==> src/rtl/mole_field_if.sv <==
// Bus between the whack-a-mole game controller and the mole field:
// game state, tick, spawn and whack requests in, mole map and result pulses out.
interface mole_field_if #(
    parameter int NUM_HOLES = 16,
    parameter int MAX_MOLES = 4,
    parameter int LIFE_W    = 8
);
    localparam int LW = $clog2(NUM_HOLES);
    localparam int CW = $clog2(MAX_MOLES + 1);

    logic [1:0]           game_state_i;
    logic                 tick_i;
    logic                 spawn_valid_i;
    logic [LW-1:0]        spawn_loc_i;
    logic [LIFE_W-1:0]    spawn_life_i;
    logic                 spawn_ready_o;
    logic                 whack_valid_i;
    logic [LW-1:0]        whack_loc_i;
    logic [NUM_HOLES-1:0] mole_o;
    logic                 hit_o;
    logic                 miss_o;
    logic [CW-1:0]        escape_cnt_o;
    logic [CW-1:0]        active_cnt_o;

    modport master (
        output game_state_i, tick_i, spawn_valid_i, spawn_loc_i, spawn_life_i,
        output whack_valid_i, whack_loc_i,
        input  spawn_ready_o, mole_o, hit_o, miss_o, escape_cnt_o, active_cnt_o
    );

    modport slave (
        input  game_state_i, tick_i, spawn_valid_i, spawn_loc_i, spawn_life_i,
        input  whack_valid_i, whack_loc_i,
        output spawn_ready_o, mole_o, hit_o, miss_o, escape_cnt_o, active_cnt_o
    );
endinterface

==> src/rtl/mole_field.sv <==
// Mole field: a small pool of mole slots that spawn into holes, age on game
// ticks and disappear when whacked or expired. All decisions use pre-edge state.
module mole_field #(
    parameter int NUM_HOLES = 16,
    parameter int MAX_MOLES = 4,
    parameter int LIFE_W    = 8
) (
    input  logic        clock_i,
    input  logic        reset_i,
    mole_field_if.slave bus
);
    localparam int LW = $clog2(NUM_HOLES);
    localparam int CW = $clog2(MAX_MOLES + 1);
    localparam int SW = (MAX_MOLES > 1) ? $clog2(MAX_MOLES) : 1;
    localparam logic [1:0] PLAY = 2'b10;

    logic [MAX_MOLES-1:0] r_valid;
    logic [LW-1:0]        r_loc  [MAX_MOLES];
    logic [LIFE_W-1:0]    r_life [MAX_MOLES];
    logic [NUM_HOLES-1:0] r_mole;
    logic                 r_hit;
    logic                 r_miss;
    logic [CW-1:0]        r_escape;
    logic [CW-1:0]        r_active;

    logic [MAX_MOLES-1:0] w_valid;
    logic [LW-1:0]        w_loc  [MAX_MOLES];
    logic [LIFE_W-1:0]    w_life [MAX_MOLES];
    logic [NUM_HOLES-1:0] w_mole;
    logic                 w_hit;
    logic                 w_miss;
    logic [CW-1:0]        w_escape;
    logic [CW-1:0]        w_active;
    logic                 w_play;
    logic                 w_has_free;
    logic [SW-1:0]        w_free_idx;
    logic                 w_occupied;
    logic                 w_whack_match;
    logic                 w_accept;

    assign w_play = (bus.game_state_i == PLAY);

    // Next-state computation for every slot plus the registered result outputs.
    always_comb begin
        w_valid       = r_valid;
        w_loc         = r_loc;
        w_life        = r_life;
        w_hit         = 1'b0;
        w_miss        = 1'b0;
        w_escape      = '0;
        w_mole        = '0;
        w_active      = '0;
        w_has_free    = 1'b0;
        w_free_idx    = '0;
        w_occupied    = 1'b0;
        w_whack_match = 1'b0;

        // Scanning downwards leaves the lowest free slot index in w_free_idx.
        for (int i = MAX_MOLES - 1; i >= 0; i--) begin
            if (!r_valid[i]) begin
                w_has_free = 1'b1;
                w_free_idx = SW'(i);
            end else begin
                w_occupied = w_occupied | (r_loc[i] == bus.spawn_loc_i);
            end
        end
        w_accept = w_play && bus.spawn_valid_i && w_has_free;

        if (w_play) begin
            for (int i = 0; i < MAX_MOLES; i++) begin
                if (r_valid[i] && bus.whack_valid_i && (r_loc[i] == bus.whack_loc_i)) begin
                    w_valid[i]    = 1'b0;
                    w_whack_match = 1'b1;
                end else if (r_valid[i] && bus.tick_i) begin
                    if (r_life[i] == LIFE_W'(1)) begin
                        w_valid[i] = 1'b0;
                        w_escape   = w_escape + CW'(1);
                    end else begin
                        w_life[i] = r_life[i] - LIFE_W'(1);
                    end
                end else begin
                    w_valid[i] = r_valid[i];
                end
            end
            w_hit  = bus.whack_valid_i && w_whack_match;
            w_miss = bus.whack_valid_i && !w_whack_match;
            // A spawn onto an occupied hole is consumed but changes nothing.
            if (w_accept && !w_occupied) begin
                w_valid[w_free_idx] = 1'b1;
                w_loc[w_free_idx]   = bus.spawn_loc_i;
                w_life[w_free_idx]  = (bus.spawn_life_i == '0) ? LIFE_W'(1) : bus.spawn_life_i;
            end else begin
                w_valid[w_free_idx] = w_valid[w_free_idx];
            end
        end else begin
            w_valid = '0;
        end

        for (int i = 0; i < MAX_MOLES; i++) begin
            w_mole   = w_mole | ((NUM_HOLES'(1) << w_loc[i]) & {NUM_HOLES{w_valid[i]}});
            w_active = w_active + CW'(w_valid[i]);
        end
    end

    // Slot state and registered outputs.
    always_ff @(posedge clock_i or posedge reset_i) begin
        if (reset_i) begin
            r_valid  <= '0;
            for (int i = 0; i < MAX_MOLES; i++) begin
                r_loc[i]  <= '0;
                r_life[i] <= '0;
            end
            r_mole   <= '0;
            r_hit    <= 1'b0;
            r_miss   <= 1'b0;
            r_escape <= '0;
            r_active <= '0;
        end else begin
            r_valid  <= w_valid;
            r_loc    <= w_loc;
            r_life   <= w_life;
            r_mole   <= w_mole;
            r_hit    <= w_hit;
            r_miss   <= w_miss;
            r_escape <= w_escape;
            r_active <= w_active;
        end
    end

    assign bus.spawn_ready_o = w_play && w_has_free;
    assign bus.mole_o        = r_mole;
    assign bus.hit_o         = r_hit;
    assign bus.miss_o        = r_miss;
    assign bus.escape_cnt_o  = r_escape;
    assign bus.active_cnt_o  = r_active;
endmodule
==> src/flat_wrapper.sv <==
// flat-port wrapper written by rule: the top's interface ports become plain ports
module mole_field_flat 
#(
    parameter int NUM_HOLES = 16,
    parameter int MAX_MOLES = 4,
    parameter int LIFE_W    = 8
)
  (clock_i, reset_i, bus_game_state_i, bus_tick_i, bus_spawn_valid_i, bus_spawn_loc_i, bus_spawn_life_i, bus_whack_valid_i, bus_whack_loc_i, bus_spawn_ready_o, bus_mole_o, bus_hit_o, bus_miss_o, bus_escape_cnt_o, bus_active_cnt_o);
  mole_field_if #(.NUM_HOLES(NUM_HOLES), .MAX_MOLES(MAX_MOLES), .LIFE_W(LIFE_W)) bus_i ();
  input  logic clock_i;
  input  logic reset_i;
  input wire logic [$bits(bus_i.game_state_i)-1:0] bus_game_state_i;
  input wire logic [$bits(bus_i.tick_i)-1:0] bus_tick_i;
  input wire logic [$bits(bus_i.spawn_valid_i)-1:0] bus_spawn_valid_i;
  input wire logic [$bits(bus_i.spawn_loc_i)-1:0] bus_spawn_loc_i;
  input wire logic [$bits(bus_i.spawn_life_i)-1:0] bus_spawn_life_i;
  input wire logic [$bits(bus_i.whack_valid_i)-1:0] bus_whack_valid_i;
  input wire logic [$bits(bus_i.whack_loc_i)-1:0] bus_whack_loc_i;
  output wire logic [$bits(bus_i.spawn_ready_o)-1:0] bus_spawn_ready_o;
  output wire logic [$bits(bus_i.mole_o)-1:0] bus_mole_o;
  output wire logic [$bits(bus_i.hit_o)-1:0] bus_hit_o;
  output wire logic [$bits(bus_i.miss_o)-1:0] bus_miss_o;
  output wire logic [$bits(bus_i.escape_cnt_o)-1:0] bus_escape_cnt_o;
  output wire logic [$bits(bus_i.active_cnt_o)-1:0] bus_active_cnt_o;
  assign bus_i.game_state_i = bus_game_state_i;
  assign bus_i.tick_i = bus_tick_i;
  assign bus_i.spawn_valid_i = bus_spawn_valid_i;
  assign bus_i.spawn_loc_i = bus_spawn_loc_i;
  assign bus_i.spawn_life_i = bus_spawn_life_i;
  assign bus_i.whack_valid_i = bus_whack_valid_i;
  assign bus_i.whack_loc_i = bus_whack_loc_i;
  assign bus_spawn_ready_o = bus_i.spawn_ready_o;
  assign bus_mole_o = bus_i.mole_o;
  assign bus_hit_o = bus_i.hit_o;
  assign bus_miss_o = bus_i.miss_o;
  assign bus_escape_cnt_o = bus_i.escape_cnt_o;
  assign bus_active_cnt_o = bus_i.active_cnt_o;
  mole_field #(.NUM_HOLES(NUM_HOLES), .MAX_MOLES(MAX_MOLES), .LIFE_W(LIFE_W)) u_core (.clock_i(clock_i), .reset_i(reset_i), .bus(bus_i));
endmodule
==> config.mk <==
export PLATFORM = sky130hd
export DESIGN_NAME = mole_field_flat
export DESIGN_NICKNAME = d
export VERILOG_FILES = /design/src/rtl/mole_field_if.sv /design/src/rtl/mole_field.sv /design/src/flat_wrapper.sv
export SDC_FILE = /design/constraint.sdc
export NUM_CORES = 1
export LEC_CHECK = 0
export BUFFER_PORTS_ARGS = -buffer_cell sky130_fd_sc_hd__clkbuf_2
export CAP_MARGIN = 20
export CORE_ASPECT_RATIO = 0.5
export CORE_MARGIN = 10
export CORE_UTILIZATION = 47
export CTS_CLUSTER_DIAMETER = 120
export DETAILED_ROUTE_END_ITERATION = 7
export GPL_ROUTABILITY_DRIVEN = 0
export GPL_TIMING_DRIVEN = 0
export PLACE_DENSITY = 0.67
export SLEW_MARGIN = 40
export SYNTH_ARGS = -nofsm -noshare
export SYNTH_HDL_FRONTEND = slang
export SYNTH_SLANG_ARGS = --single-unit
==> constraint.sdc <==
create_clock -name clock_i -period 8.2 [get_ports clock_i]
set_input_delay 0.82 -clock clock_i [delete_from_list [all_inputs] [get_ports clock_i]]
set_output_delay 0.82 -clock clock_i [all_outputs]
set_load 0.03 [all_outputs]
After elaboration in Yosys (flattened, before gate mapping)
Index checks and enable logic that the tools add are counted.
- shift-type cells: 4
- eq/ne operators: 13
- $add $sub $neg: 10
- muxes and demuxes: 84
- order comparisons: 4
- reduce and logical (&&, ||, !) cells: 23
- bitwise gates (word level): 12
- operator list (cell ; number):
    8-bit two-way mux ; 18
    16-bit AND ; 4
    1-bit by 4-bit left shift with 16-bit output (first input constant) ; 4
    16-bit bitwise OR ; 3
    3-bit two-way mux ; 15
    1-bit two-way mux ; 34
    32-bit bitwise mux ; 1
    4-bit equality test ; 8
    8-bit by 1-bit equality test with 1-bit output (second input constant) ; 4
    16-bit two-way mux ; 2
    32-bit two-way mux ; 1
    8-bit by 1-bit subtractor with 8-bit output (second input constant) ; 4
    1-bit logical AND ; 20
    16-bit bitwise mux ; 1
    8-bit demux with 2-bit select ; 1
    4-bit two-way mux ; 3
    3-bit by 1-bit adder with 3-bit output (second input constant) ; 3
    4-bit demux with 2-bit select ; 1
    8-bit zero test ; 1
    2-bit two-way mux ; 4
    3-bit by 1-bit adder with 3-bit output ; 2
    4-bit bitwise mux ; 1
    4-bit bitwise OR ; 1
    3-bit greater-or-equal comparator (second input constant) ; 1
    other kinds (10) ; 13
- register bits: 76
- logic and storage cells: 164
- input port bits: 23

Longest topological paths before layout
Gate-level depths: netlist of the first run.
- depth after elaboration: 20
- depth in mapped cells: 14
- gate-level depth less buffers: 14

Worst setup path before layout of the first run
OpenSTA, ideal clock, no wires.
- kind: input -> register
- start point: input port bus_spawn_loc_i[3]
- end point: register u_core.r_active[1] (netlist: u_core.bus.active_cnt_o[1])
- slack: 4632 ps
- data arrival time: 3442 ps
- stages: 13
- library setup time: 126 ps
- buffers on the path: 4
- path through: buf_2 -> xor2_1 -> nor3_1 -> a31oi_1 -> nor4bb_1 -> buf_2 -> buf_2 -> buf_2 -> nor2_1 -> nor2_1 -> ha_1 -> fa_1 -> ha_1
- word-level cells in the longest chain between the ends: 15
- elaborated cells between the ends (all ways): 18
- RTL lines (what ; line ; text):
    start, declared ; flat_wrapper.sv:15 ; input wire logic [$bits(bus_i.spawn_loc_i)-1:0] bus_spawn_loc_i;
    4-bit equality test ; mole_field.sv:64 ; w_occupied = w_occupied | (r_loc[i] == bus.spawn_loc_i);
    1-bit two-way mux ; mole_field.sv:60 ; if (!r_valid[i]) begin
    1-bit bitwise OR ; mole_field.sv:64 ;
    1-bit two-way mux ; mole_field.sv:60 ;
    1-bit bitwise OR ; mole_field.sv:64 ;
    1-bit two-way mux ; mole_field.sv:60 ;
    1-bit bitwise OR ; mole_field.sv:64 ;
    1-bit two-way mux (*) ; mole_field.sv:60 ;
    1-bit zero test (*) ; mole_field.sv:88 ; if (w_accept && !w_occupied) begin
    1-bit logical AND (*) ; mole_field.sv:88 ;
    4-bit two-way mux (*) ; mole_field.sv:88 ;
    4-bit two-way mux (*) ; mole_field.sv:69 ; if (w_play) begin
    named net u_core.w_valid[0] ; mole_field.sv:26 ; logic [MAX_MOLES-1:0] w_valid;
    1-bit by 1-bit adder with 2-bit output (*) ; mole_field.sv:101 ; w_active = w_active + CW'(w_valid[i]);
    3-bit by 1-bit adder with 3-bit output (*) (2 in a row) ; mole_field.sv:101 ;
    named net u_core.w_active[1] ; mole_field.sv:33 ; logic [CW-1:0] w_active;
    end signal, assigned ; mole_field.sv:126 ; r_active <= w_active;
    end, declared ; mole_field.sv:24 ; logic [CW-1:0] r_active;
The timed path passes the listed nets; every way through them passes the cells marked *.
A chain may end at the register's enable or synchronous reset.

Worst setup path after layout of the first run
- start point: input port bus_game_state_i[1]
- end point: register u_core.r_active[1] (netlist: u_core.bus.active_cnt_o[1])
- word-level cells in the longest chain between the ends: 9
- RTL lines (what ; line ; text):
    start, declared ; flat_wrapper.sv:12 ; input wire logic [$bits(bus_i.game_state_i)-1:0] bus_game_state_i;
    2-bit equality test (*) ; mole_field.sv:41 ; assign w_play = (bus.game_state_i == PLAY);
    1-bit logical AND (2 in a row) ; mole_field.sv:67 ; w_accept = w_play && bus.spawn_valid_i && w_has_free;
    1-bit logical AND ; mole_field.sv:88 ;
    4-bit two-way mux ; mole_field.sv:88 ;
    4-bit two-way mux (*) ; mole_field.sv:69 ;
    named net u_core.w_valid[0] ; mole_field.sv:26 ;
    1-bit by 1-bit adder with 2-bit output (*) ; mole_field.sv:101 ;
    3-bit by 1-bit adder with 3-bit output (*) (2 in a row) ; mole_field.sv:101 ;
    named net u_core.w_active[1] ; mole_field.sv:33 ;
Marked as above.

==> results.md, run 1 <==
* Number of buffers added to fix hold violations after cts at 0
* Core Util, Final at 54.6%
* Fin crit period at 3.97 ns
* Skew-Pair Late Insertion Delay at 0.35 ns
* Layout area overhead at 13.5%
* Startpoint Class: input port
* CTS resizes at 0
* Clk sinks at 76
* Synthesized flop and latch total at 76
* Max-slew violation count at 0
* Required @ worst endpoint at 8.43 ns
* RSZ-0062 raised after global routing: false
* Critical path class: in -> reg
* H-tree depth at 3
* Most used DFF post-synth: dfrtp_1
* IO buf count at 39
* Initial antenna violation count at 0
* Width of the die at 170 um
* Starting density of the core at 48.1%
* Crit path max-delay family: simple AND/OR/NAND/NOR gates
* Clock Tree Buf Depth at 2
* Mean Syn Cell Area at 8.65 sq um
* CP Cell Sequence: clkbuf_2, nor2b_1, nand2_1, a31oi_1, nor4bb_1, buf_2, buf_2, buf_2, nor2_1, nor2_1, ha_1, fa_1, ha_1
* Wirelength per Cell at 20.0 um
* Worst path arrival time at 4.20 ns
* Worst-Margin Slew at 0.770 ns
* Hold Vio Cnt, Final at 0
* GRT Total Usage at 20.5%
* ANT cells at 0
* Synthesized instance count at 610
* Share of cells above drive strength 1 at 15.6%
* Row cnt at 27
* Critical-path maximum fanout at 10
* Core area at 11000 sq um
* GRT Residual Overflow at 0
* Cell count after placement at 795
* Pwr per Cell Area at 165 nW/um^2
* Root Driver: clkbuf_16
* Max Cap Viol at 0
* Largest stage delay on the critical path at 0.43 ns
* DP HPWL at 11800 um
* Crit. End Element: flop
* Post-CTS setup repair buffer count at 0
* Pre-CTS WS at 3.91 ns
* Post-layout net count at 698
* Most common cell on crit path: buf_2
* Final ANT Viol Nets at 0
* Initial DRC Count at 553
* Final Skew at 0.00783 ns
* Clock transition at path regs at 0.06 ns
* Yosys warning count at 0
* R2R Setup Slk at 4.30 ns
* Pin count of the biggest net entering global routing at 44
* Io pins at 48
* Slew Limit Headroom at 48.5%
* Netlist cell types at 69
* Fmax at 252 MHz
* Via-per-instance ratio at 6.20
* Post-route insts no fill at 811
* Setup WS post-layout at 4.23 ns
* Grt met2 use at 33.8%
* Worst Hold Slack at 0.444 ns
* Global-route met3 utilization at 4.58%
* CP Buf/Inv Count at 4
* Post-synthesis sequential area ratio at 36.0%
* Routed WL at 16200 um
* DRC Markers at 0
* # setup viols final at 0
* Die Span Y at 94.9 um
* Via count at 5026
* Tightest Hold Check Type: in -> async
* Syn nets at 647
* Status: finished, final reports clean
* IR drop worst, VDD at 0.0939 mV
* EDFF count, synth at 0
* Post-synth ARST share at 100%
* GRT met1 Usage at 26.5%
* 1st-pass router iterations at 5
* Die ar. at 16100 sq um
* CTS tree: yes
* Leak at 2.59 nW
* Period utilization at 48.4%
* Setup TNS at 0 ns
* Global-route wire length before repair at 26200 um
* Vias in the first global route at 4821
* Mapped Area at 5280 sq um
* Most used routing layer: met2
* Critical Path Slowest Stage Cell: fa_1
* Cts bufs inserted at 9
cells in the mapped netlist, types with 5 or more instances:
master	count	area share (%)
xor2_1	12	2.0
mux2i_1	9	1.7
a22oi_1	7	1.0
ha_1	13	3.1
nand2_1	65	4.6
nor2_1	52	3.7
nand3_1	20	1.9
mux2_2	17	3.6
inv_1	29	2.1
or3_1	5	0.59
o211ai_1	10	1.4
a211oi_1	10	1.4
o2111ai_1	9	1.5
and2_1	7	0.83
a221o_1	11	2.1
nand2b_1	13	1.5
buf_2	18	1.7
dfrtp_1	76	36
nor2b_1	8	0.95
nor3_1	24	2.3
a21oi_1	14	1.3
nand4_1	7	0.83
nor4_1	8	0.95
o21ai_0	39	3.7
a32oi_1	6	1.0
clkbuf_1	24	1.7
xnor2_1	27	4.5
worst register-to-register path: stages, from the launching register on:
cell       delay [ns]
dfrtp_1          0.42
or4_1            0.60
nor4b_2          0.53
inv_1            0.16
nor2_1           0.46
ha_1             0.34
o2111ai_1        0.10
o31ai_2          0.13
ha_1             0.29
mux2_2           0.28
ha_1             0.27
inv_1            0.03
a211oi_1         0.18
through the flow:
stage / total power [mW] / area (sq um)
floorplan: 0.542 / 5280
global placement: 0.587 / 5650
detailed placement: 0.592 / 5690
CTS: 0.993 / 5990
global route: 1.03 / 5990
finish: 0.991 / 5990
cell type report:
| class | count | area [sq um] |
|---|---|---|
| buffer | 45 | 196 |
| clock buffer | 13 | 280 |
| clock inverter | 3 | 18.8 |
| fill | 1003 | 4990 |
| inverter | 29 | 114 |
| multi-input combinational | 460 | 3080 |
| sequential | 76 | 1900 |
| tap | 145 | 181 |
| timing repair buffer | 40 | 223 |
worst paths after layout:
path                       cells past startpoint                 from                         end
min reg2reg                                    2    u_core.r_life[20]           u_core.r_life[20]
max reg2reg                                   12    u_core.r_life[28]  u_core.bus.escape_cnt_o[1]
min                                            2              reset_i        u_core.bus.mole_o[5]
max in group asynchronous                      3              reset_i           u_core.r_life[16]
min in group clock_i                           2    u_core.r_life[20]           u_core.r_life[20]
max                                           13  bus_game_state_i[1]  u_core.bus.active_cnt_o[1]
state kept, by name, indices dropped and copies added, names as in the netlist:
signal,cells
u_core.r_life,32
u_core.bus.escape_cnt_o,3
u_core.bus.mole_o,16
u_core.r_loc,16
u_core.bus.active_cnt_o,3
u_core.r_valid,4
u_core.bus.hit_o,1
u_core.bus.miss_o,1
power breakdown:
part           total (mW)  internal (mW)  switching (mW)
clock network       0.401          0.238           0.163
registers           0.426          0.399          0.0265
logic               0.164         0.0618           0.102
total               0.991          0.699           0.292
cell usage in the layout (no fill, tap or decap), types with 18 or more instances in the layout:
master / instances
nand2_1: 65
buf_2: 18
dfrtp_1: 76
o21ai_0: 39
nand3_1: 20
xnor2_1: 27
nor2_1: 52
clkbuf_1: 24
inv_1: 28
clkbuf_2: 40
nor3_1: 24
per-layer routing:
| metal | share of wire, % | up-vias |
|---|---|---|
| met3 | 8.7 | 29 |
| li1 | - | 2312 |
| met1 | 44 | 2440 |
| met5 | 0 | - |
| met2 | 46 | 245 |
| met4 | 1.8 | 0 |
kinds of logic after synthesis:
kind of cell	share of synthesized area [%]
compound gates	19.4
xor+xnor	6.47
fa+ha+maj	3.46
simple gates	23.3
mux	5.55
buf+inv	5.78
flops	36.0
(Power assumes the default switching activity.)
==> run 2: changes to the inputs <==
- PLACE_DENSITY: 0.67 -> 0.7
- clock period: 8.2 -> 3.3 ns (I/O delays scaled with it)
==> results.md, run 2 (same netlist as run 1, synthesis figures left out) <==
* Die Span Y at 94.9 um (unchanged)
* Final ANT Viol Nets at 0 (unchanged)
* Tightest Hold Check Type: in -> reg
* ANT cells at 0 (unchanged)
* Slew Limit Headroom at 42.5% (-5.9 points)
* Root Driver: clkbuf_16
* Core Util, Final at 55.1% (+0.57 points)
* Hold Vio Cnt, Final at 0 (unchanged)
* 1st-pass router iterations at 6 (+1)
* Leak at 2.61 nW (+0.62%)
* Clk sinks at 76 (unchanged)
* Status: finished, final reports clean
* Pin count of the biggest net entering global routing at 49 (+11%)
* Required @ worst endpoint at 3.53 ns (-4.90 ns)
* GRT Residual Overflow at 0 (unchanged)
* Width of the die at 170 um (unchanged)
* Skew-Pair Late Insertion Delay at 0.35 ns (about the same)
* Starting density of the core at 48.1% (unchanged)
* Post-layout net count at 697 (-0.14%)
* CP Cell Sequence: buf_2, xor2_1, nor3_1, a31oi_2, nor4bb_1, clkbuf_8, nor2_1, nor2_1, ha_1, fa_1, ha_1
* H-tree depth at 3 (unchanged)
* DP HPWL at 11700 um (-0.93%)
* Share of cells above drive strength 1 at 16.4% (+0.78 points)
* Max Cap Viol at 0 (unchanged)
* Critical Path Slowest Stage Cell: fa_1
* GRT Total Usage at 20.1% (-0.41 points)
* Clock Tree Buf Depth at 2 (unchanged)
* Clock transition at path regs at 0.06 ns (about the same)
* FILL cells at 982 (-2.1%)
* Via-per-instance ratio at 6.33 (+2.1%)
* Routed WL at 16100 um (-0.57%)
* Critical-path maximum fanout at 28 (+18)
* Period utilization at 95.4%
* Die ar. at 16100 sq um (unchanged)
* Cell count after placement at 795 (unchanged)
* Setup TNS at 0 ns (unchanged)
* Commonest non-fill, non-tap cells in the layout: dfrtp_1, nand2_1, nor2_1, clkbuf_2, o21ai_0
* Layout area overhead at 14.7%
* Max-slew violation count at 0 (unchanged)
* Crit. End Element: flop
* Wirelength per Cell at 19.9 um (-0.45%)
* Io pins at 48 (unchanged)
* Startpoint Class: flop
* Post-route insts no fill at 810 (-0.12%)
* IO buf count at 39 (unchanged)
* Flip-flop count of the largest register after layout at 32 (unchanged)
* Worst Reg2Reg Path Length in Cells at 11 (-1)
* WHS Path Cells at 3
* Cts bufs inserted at 9 (unchanged)
* # setup viols final at 0 (unchanged)
* Pwr per Cell Area at 415 nW/um^2 (+150%)
* IR drop worst, VDD at 0.196 mV (+110%)
* Most common cell after layout, fill and taps aside: dfrtp_1
* CTS tree: yes
* Row cnt at 27 (unchanged)
* Largest stage delay on the critical path at 0.44 ns (about the same)
* Core area at 11000 sq um (unchanged)
* Largest Register: u_core.r_life
* Initial DRC Count at 470 (-15%)
* Final Skew at 0.00856 ns (+0.000721 ns)
* Fin crit period at 3.15 ns
* RSZ-0062 raised after global routing: true
* DRC Markers at 0 (unchanged)
* Worst path arrival time at 3.37 ns (-0.83 ns)
* Global-route wire length before repair at 25900 um (-0.84%)
* Initial antenna violation count at 0 (unchanged)
* Vias in the first global route at 4933 (+2.3%)
* Via count at 5124 (+1.9%)
* Critical path class: reg -> reg
* Fmax at 318 MHz
* Worst-Margin Slew at 0.854 ns (+0.0843 ns)
[run 2: final timing paths]
kind                                   start                         end  slack (ns)
min in group asynchronous            reset_i        u_core.bus.mole_o[5]        0.49
min reg2reg                u_core.r_life[11]           u_core.r_life[11]        0.52
max                         u_core.r_loc[14]  u_core.bus.active_cnt_o[1]        0.15
max reg2reg                 u_core.r_loc[14]  u_core.bus.active_cnt_o[1]        0.15
min                        bus_whack_valid_i           u_core.bus.miss_o        0.27
max in group asynchronous            reset_i           u_core.r_life[10]        2.26
[run 2: cell type report]
type | count | area, sq um | share of cell area, %
Inverter | 29 | 114 | 1.88
Multi-Input combinational cell | 460 | 3110 | 51.3
Timing Repair Buffer | 44 | 255 | 4.22
Clock buffer | 11 | 253 | 4.17
Sequential cell | 76 | 1900 | 31.4
Buffer | 40 | 185 | 3.06
Tap cell | 145 | 181 | 3.00
Clock inverter | 5 | 58.8 | 0.971
[run 2: where the power goes]
group,leakage [nW],internal (mW),switching [mW]
Clock,0.148,0.628,0.413
Sequential,0.982,0.992,0.0774
Combinational,1.48,0.155,0.249
Total,2.61,1.78,0.739
[run 2: what timing repair did]
item                                    in CTS  in global routing
pin swaps                                    2                  1
hold endpoints to repair                    28                  0
hold buffers                                 1                  0
gates resized for setup                      6                  5
buffers inserted                             2                  1
endpoints found under the setup margin       5                  5
cloned                                       0                  0
[run 2: stage by stage]
step	power (mW)	setup WS [ns]	hold WS, ns	instance area, sq um
floorplan	1.35	0.0942	0.446	5280
global placement	1.46	-0.489	0.490	5650
detailed placement	1.47	-0.545	0.313	5690
CTS	2.51	0.0305	0.268	6030
global route	2.61	-0.0106	0.304	6050
finish	2.51	0.152	0.275	6050
[run 2: metal layers]
metal,global-route usage (%),vias to the layer above,share of wire [%],wire length [um]
li1,-,2303,-,-
met1,25.4,2473,42,6760
met2,32.6,300,45,7280
met3,5.74,48,10,1660
met4,7.18,0,2.6,427
met5,0,-,0,0
[run 2: worst max-delay path: cells and delay by family, from the launching register on]
| kind | cells | cell delay, ns |
|---|---|---|
| adders and majority gates | 3 | 1.01 |
| AOI/OAI and AO/OA | 1 | 0.27 |
| DFF | 1 | 0.35 |
| and+or+nand+nor | 4 | 0.69 |
| buffers and inverters | 2 | 0.52 |
| xor gates and xnor gates | 1 | 0.17 |
